===== config.mk =====
export PLATFORM = sky130hd
export DESIGN_NAME = bam_product_accumulator
export DESIGN_NICKNAME = d
export VERILOG_FILES = /design/src/rtl/bam_product_accumulator.sv
export SDC_FILE = /design/constraint.sdc
export NUM_CORES = 1
export LEC_CHECK = 0
export ABC_AREA = 1
export CAP_MARGIN = 25
export CORE_ASPECT_RATIO = 1.2
export CORE_MARGIN = 4
export CORE_UTILIZATION = 40
export DETAILED_ROUTE_END_ITERATION = 7
export GPL_ROUTABILITY_DRIVEN = 0
export GPL_TIMING_DRIVEN = 0
export PLACE_DENSITY_LB_ADDON = 0.05
export SLEW_MARGIN = 30
export SYNTH_ARGS = -nofsm -noshare
export SYNTH_HDL_FRONTEND = slang
export SYNTH_SLANG_ARGS = --single-unit
export TNS_END_PERCENT = 50

===== constraint.sdc =====
create_clock -name clk -period 3.6 [get_ports clk]
set_input_delay 1.08 -clock clk [delete_from_list [all_inputs] [get_ports clk]]
set_output_delay 1.08 -clock clk [all_outputs]
set_load 0.05 [all_outputs]

===== src/rtl/bam_product_accumulator.sv =====
// bam_product_accumulator: saturating accumulator of 16-bit products into per-group sum/count results with a ready/valid handshake on each side.
module bam_product_accumulator #(
  parameter int ACC_W = 24,
  parameter int CNT_W = 8
) (
  input  logic             clk,
  input  logic             rst,
  input  logic             in_valid,
  output logic             in_ready,
  input  logic [15:0]      in_prod,
  input  logic             in_last,
  output logic             out_valid,
  input  logic             out_ready,
  output logic [ACC_W-1:0] out_sum,
  output logic [CNT_W-1:0] out_count,
  output logic             out_sat
);
  typedef enum logic {ACCUM, HOLD} state_t;
  state_t state, state_n;
  logic [ACC_W-1:0] acc, acc_n;
  logic [CNT_W-1:0] cnt, cnt_n;
  logic             sat, sat_n;
  logic [ACC_W:0]   sum_w;
  logic             in_hs, out_hs;
  assign in_ready  = state == ACCUM;
  assign out_valid = state == HOLD;
  assign in_hs     = in_valid && in_ready;
  assign out_hs    = out_valid && out_ready;
  // one extra bit so a carry out marks a clamp instead of wrapping
  assign sum_w     = {1'b0, acc} + {{(ACC_W + 1 - 16){1'b0}}, in_prod};
  always_comb begin
    acc_n   = sum_w[ACC_W] ? '1 : sum_w[ACC_W-1:0];
    cnt_n   = &cnt ? cnt : cnt + 1'b1;
    sat_n   = sat | sum_w[ACC_W];
    state_n = state == ACCUM ? (in_hs && in_last ? HOLD : ACCUM)
                             : (out_ready ? ACCUM : HOLD);
  end
  always_ff @(posedge clk) begin
    if (rst) begin
      state     <= ACCUM;
      acc       <= '0;
      cnt       <= '0;
      sat       <= 1'b0;
      out_sum   <= '0;
      out_count <= '0;
      out_sat   <= 1'b0;
    end else begin
      state <= state_n;
      if (out_hs) begin
        acc <= '0;
        cnt <= '0;
        sat <= 1'b0;
      end else if (in_hs) begin
        acc <= acc_n;
        cnt <= cnt_n;
        sat <= sat_n;
      end
      if (in_hs && in_last) begin
        out_sum   <= acc_n;
        out_count <= cnt_n;
        out_sat   <= sat_n;
      end
    end
  end
endmodule


# ---- Word-level counts from Yosys, hierarchy flattened
# Cells that the tools add are included.
dict set report word_totals {
  reg_bits 67
  out_inout_bits 35
  wordCells 21
}
dict set report classes {
  add_sub_neg 2
  mux 5
  bitwise_logic 2
  n_reduce_logical 5
}
# operator n
set op_table {}
lappend op_table {{24-bit by 16-bit adder with 25-bit output} 1}
lappend op_table {{24-bit 2-to-1 mux} 1}
lappend op_table {{8-bit by 1-bit adder with 8-bit output, second input constant} 1}
lappend op_table {{8-bit 2-to-1 mux} 1}
lappend op_table {{8-bit AND reduction} 1}
lappend op_table {{1-bit logical AND} 3}
lappend op_table {{1-bit 2-to-1 mux} 3}
lappend op_table {{2-bit OR reduction} 1}
lappend op_table {{1-bit inverter} 1}
lappend op_table {{1-bit bitwise OR} 1}

# ---- Longest topological paths before layout
# Gate-level depths: netlist of the first run.
dict set report depth {
  depth_word 5
  ltp_mapped 13
  mapped_depth_nobuf 13
}

# ---- Least setup slack after synthesis of the first run
# OpenSTA, ideal clock, no wires.
dict set report synth_path {
  path_kind {input to register}
  start {input port in_prod[0]}
  end {register out_sum[12]}
  setup_ns 0.114
  arrival_time_ns 2.591
  required_time_ns 3.486
  setup_slack_ns 0.896
  path_stages 13
  cell_sequence {ha_1 fa_1 nand2_1 nand2_1 nand3_1 nand2_2 nand2_2 nand2_4 nand2_4 buf_12 nand3_2 o21bai_1 inv_1}
}
dict set report synth_between {
  elab_chain_len 2
}
# element line_no
set synth_rtl {}
lappend synth_rtl {{start, declared} 10} ;# input logic [15:0] in_prod,
lappend synth_rtl {{24-bit by 16-bit adder with 25-bit output} 30} ;# assign sum_w = {1'b0, acc} + {{(ACC_W + 1 - 16){1'b0}}, in_prod};
lappend synth_rtl {{24-bit 2-to-1 mux} 32} ;# acc_n = sum_w[ACC_W] ? '1 : sum_w[ACC_W-1:0];
lappend synth_rtl {{end signal, assigned} 59} ;# out_sum <= acc_n;
lappend synth_rtl {{end, declared} 14} ;# output logic [ACC_W-1:0] out_sum,
# Every way passes these cells.
# A chain may end at the register's enable or synchronous reset.

# ---- Worst setup path after layout of the first run
# Ends and elaborated chain as after synthesis.

==> run metrics, run 1 <==
CTS buffer count=9; fin crit period=3.18 ns; Worst Setup End Kind=flip-flop; Hold Path Class=reg -> reg; Seq/Total Area, Yosys=32.1%; Non-Filler Instances=842; Yosys cell types=32; RSZ-0062 raised after global routing=no; skew final=0.00738 ns; grt ovf=0; nets=752; Synth Flop Type=dfxtp_1; Die Height=120 um; Place WS=0.0787 ns; number of buffers added on ports=55; Hold Crit Depth=2; slew of the pin with the lowest slew margin=0.747 ns; Post-CTS Setup Repair Bufs=0; Synthesized Nets=686; CTS tree=yes; Post-synth EDFFs=0; final worst-path setup slack=0.423 ns; die area=0.0121 mm^2; root buf cell=clkbuf_16; GR Util All Layers=19.9%; Slew Viols, Final=0; Crit Path Max Fanout=10; # diodes=0; Max clock buf depth=2; Sum Neg Setup Slack=0 ns; fraction of layout cells with a size suffix above 1=7.54%; largest net degree at the start of global routing=11; R2R setup slack=1.32 ns; dpl cells=828; CTS H-tree depth=3; Yosys top cell area share=32.1%; Die Wd=101 um; post-synthesis register bit count=67; Boundary Pins=56; vias post-DR=4088; drt wl/cell=13.9 um; worst hold path endpoint=sat; DP HPWL=9350 um; Critical Path RT=3.82 ns; reg2reg end=out_sum[12]; Worst-path clk slew=0.05 ns; std cell rows=40; maximum VDD drop=0.000318 V; worst flop-to-flop path startpoint=acc[0]; Reg2Reg Depth=13; core footprint=0.0101 mm^2; Setup crit start kind=primary input; initial antenna violation count=0; Gate Count Post-Synth=647; first-pass GRT wire length=19200 um; hold path startpoint=sat; hold slack=0.485 ns; yosys warns=0; synthesized area per cell=6.46 um^2; max_cap viols=0; Fin. Hold Viols=0; Pwr Total=2.33 mW; Remaining DRCs=0; Routed WL=11700 um; CP Class=in -> reg; 1st-iter DRT viols=150; worst skew pair latency=0.33 ns; area delta synth->final=23.4%; leakage power=2.62 nW; top cells by area, synth=dfxtp_1 (32%), nand2_1 (12%), inv_1 (9.6%); Fmax=315 MHz; most common cell in the netlist=nand2_1; CTS Sinks=67; crit path launch=in_prod[0]; # resized after CTS=0; # setup viols final=0; area leader, netlist=dfxtp_1; Final Cycle Share=88.2%; drt via density=4.86; starting density of the core=41.3%; status=finished, final reports clean; Pre-antenna DRT Iters=4; CP arrival=3.40 ns; Post-synth top cells=nand2_1 (138), inv_1 (107), nor2_1 (83); pwr/cell area=452 mW/mm^2; vias in the first global route=4021; Post-DRT Antenna Nets=0; Worst slew margin=50.2%; Async SR Flop Fraction=0%; CTS Hold Buffers Added=0; synthesized area=0.00418 mm^2
==> cells by family after synthesis <==
kind of cell,synth area share (%)
AO/OA/AOI/OAI,15.8
XOR/XNOR,1.89
adder cells (fa/ha/maj),5.57
buffers and inverters,12.6
flip-flops,32.1
AND/OR/NAND/NOR,32.0
==> per-layer routing <==
metal | track usage, % | vias to the layer above | routed length (um)
met2 | 33.2 | 72 | 5540
li1 | - | 2190 | -
met1 | 25.8 | 1819 | 5540
met5 | 0 | - | 0
met4 | 5.15 | 0 | 116
met3 | 4.42 | 7 | 506
==> registers in the layout, summed over array words and instances (netlist names) <==
name	cells
acc	24
out_sat	1
sat	1
out_valid	1
cnt	8
out_count	8
out_sum	24
==> report_power, final <==
group	switching, mW	internal [mW]	total (mW)
clock network	0.310	0.492	0.801
registers	0.0446	0.806	0.851
logic	0.446	0.230	0.676
==> final cells by class <==
class                      instances  area, um^2
buffer                            20         106
sequential                        67        1340
timing repair buffer              55         551
inverter                         112         420
clock inverter                     3        15.0
clock buffer                      11         253
fill                            1066        4960
multi-input combinational        448        2310
tap                              126         158
==> worst max-delay path by stage <==
stage                     slack (ns)           to  cells after the start
after detailed placement        0.08  out_sum[12]                     14
after floorplan                 0.90  out_sum[12]                     13
after CTS                       0.42  out_sum[12]                     14
after global routing            0.26      acc[12]                     14
final                           0.42  out_sum[12]                     14
after global placement          0.10  out_sum[12]                     14
==> per-stage QoR <==
step | cell area [um^2] | utilization, %
after CTS | 5150 | 51.0
after global placement | 4880 | 48.3
after global routing | 5150 | 51.0
after floorplan | 4180 | -
after detailed placement | 4880 | 48.3
final | 5150 | 51.0
==> cell usage in the layout, fill, tap and decap left out, types with 3 or more instances in the layout <==
cell type and instances:
inv_1 107, inv_2 5, nand3_2 10, nand3_1 30
o21ai_0 59, nand2_2 7, a21oi_1 34, nand4_1 14
nand2_1 138, dfxtp_1 67, clkdlybuf4s50_1 55, o21bai_1 11
ha_1 17, o211ai_1 3, clkbuf_16 9, or2_2 5
and2_1 4, nor2_1 83, clkinv_2 3, o21a_1 3
buf_2 6, a21o_1 4, xor2_1 9, o21ai_1 5
clkbuf_1 12
==> worst max-delay path, cell delays in order <==
cell and delay [ns]:
clkdlybuf4s50_1 0.42, ha_1 0.25, fa_1 0.45, nand2_1 0.12
nand2_1 0.10, nand3_1 0.11, nand2_2 0.08, nand2_2 0.08
nand2_4 0.09, nand2_4 0.12, buf_12 0.15, nand3_2 0.14
o21bai_1 0.16, inv_1 0.05
Power figures use the tool's default switching activity.
==> run 2, diff against run 1 <==
Settings changed: MAX_ROUTING_LAYER set to met4.
==> run 2 against run 1 <==
Wire length about the same. Sequential power hardly changed. Hold slack lost 0.0017 ns. Via count increased by 0.20%. Critical endpoint unchanged. Largest cell class unchanged.
==> run metrics, run 2 (same netlist as run 1, synthesis figures left out) <==
number of buffers added on ports=55; worst flop-to-flop path startpoint=acc[0]; initial antenna violation count=0; most common cell after layout, fill and taps aside=nand2_1; Die Wd=101 um; Clk pwr share=34.4%; drt wl/cell=13.9 um; GR Util met1=26.2%; skew final=0.00689 ns; Worst slew margin=50.5%; Post-CTS Setup Repair Bufs=0; die area=0.0121 mm^2; status=finished, final reports clean; root buf cell=clkbuf_16; Routed WL=11700 um; std cell rows=40; Pint=1.53 mW; crit-path leading delay family=simple AND/OR/NAND/NOR gates; share of power burned in registers=36.6%; fraction of layout cells with a size suffix above 1=7.54%; RSZ-0062 raised after global routing=no; starting density of the core=41.3%; Die Height=120 um; pwr/cell area=452 mW/mm^2; grt ovf=0; CP max stage cell=fa_1; Fin. Hold Viols=0; leakage power=2.62 nW; Sum Neg Setup Slack=0 ns; Fmax=315 MHz; Pwr Total=2.33 mW; # diodes=0; Slew Viols, Final=0; Remaining DRCs=0; DP HPWL=9350 um; Setup crit start kind=primary input; Hold Crit Depth=2; drt via density=4.86; Max clock buf depth=2; GR Util All Layers=20.5%; CTS buffer count=9; Post-Route Utilization=51.0%; CP arrival=3.40 ns; Psw=800 uW; Worst-path clk slew=0.05 ns; commonest non-fill, non-tap cells in the layout=nand2_1 (138), inv_1 (107), nor2_1 (83); vias in the first global route=4027; max_cap viols=0; CTS H-tree depth=3; largest net degree at the start of global routing=11; Final Cycle Share=88.3%; area delta synth->final=23.4%; R2R setup slack=1.32 ns; Combinational Power Share=29.0%; 1st-iter DRT viols=129; fin crit period=3.18 ns; # setup viols final=0; # resized after CTS=0; CP max stage delay=0.45 ns; routing usage on met3=3.72%; CTS tree=yes; largest registers=acc (24), out_sum (24); slew of the pin with the lowest slew margin=0.742 ns; nets=752; CTS Sinks=67; CTS Hold Buffers Added=0; CP Buf/Inv Count=3; Critical Path RT=3.82 ns; core footprint=0.0101 mm^2; worst skew pair latency=0.33 ns; hold path startpoint=sat; Pre-antenna DRT Iters=4; CP Class=in -> reg; Post-DRT Antenna Nets=0; first-pass GRT wire length=19200 um; Crit Path Max Fanout=10; Hold Path Class=reg -> reg; Worst Setup End Kind=flip-flop; maximum VDD drop=0.000317 V; Reg2Reg Depth=13; GR peak layer=met2; met2 GRT Util=33.1%; reg2reg end=out_sum[12]; vias post-DR=4096; Boundary Pins=56; crit-path cells=clkdlybuf4s50_1 -> ha_1 -> fa_1 -> nand2_1 -> nand2_1 -> nand3_1 -> nand2_2 -> nand2_2 -> nand2_4 -> nand2_4 -> buf_12 -> nand3_2 -> o21bai_1 -> inv_1; worst hold path endpoint=sat; Switching Share=34.4%
[run 2: cell counts in the layout (fill, tap and decap cells not counted)]
Identical to the previous run, type by type.
[run 2: per-layer routing]
layer | vias up | wire length (um)
met5 | - | 0
met4 | 0 | 116
met3 | 8 | 433
met2 | 74 | 5550
met1 | 1823 | 5600
li1 | 2191 | -
[run 2: worst max-delay path by stage]
stage | end | cells past startpoint | start
after floorplan | out_sum[12] | 13 | in_prod[0]
after global placement | out_sum[12] | 14 | in_prod[0]
after global routing | acc[12] | 14 | in_prod[0]
after CTS | out_sum[12] | 14 | in_prod[0]
final | out_sum[12] | 14 | in_prod[0]
after detailed placement | out_sum[12] | 14 | in_prod[0]
[run 2: tightest hold or removal path: cells and delay by family (launching register included)]
family / cells / cell delay [ns]
flip-flops: 1 / 0.30
buffers and inverters: 1 / 0.07
AO/OA/AOI/OAI: 1 / 0.07
[run 2: stage by stage]
step	cell area, um^2	instances	setup slack, ns	hold WS (ns)
floorplan	4180	647	0.896	0.436
global placement	4880	828	0.102	0.454
detailed placement	4880	828	0.0787	0.476
CTS	5150	842	0.416	0.484
global route	5150	842	0.259	0.496
finish	5150	842	0.423	0.483
[run 2: power by group through the flow]
stage / Combinational (mW) / Clock, mW / Sequential, mW
2_1_floorplan: 0.378 / 0 / 0.952
3_3_place_gp: 0.665 / 0 / 0.865
3_5_place_dp: 0.672 / 0 / 0.865
4_1_cts: 0.677 / 0.822 / 0.850
5_1_grt: 0.750 / 0.845 / 0.860
6_report: 0.676 / 0.801 / 0.851
[run 2: area by class of cell]
class,instances,area [um^2]
clock buffers,11,253
well taps,126,158
repair buffers,55,551
plain buffers,20,106
clock inverters,3,15.0
fillers,1066,4960
inverters,112,420
multi-input cells,448,2310
flip-flops and latches,67,1340
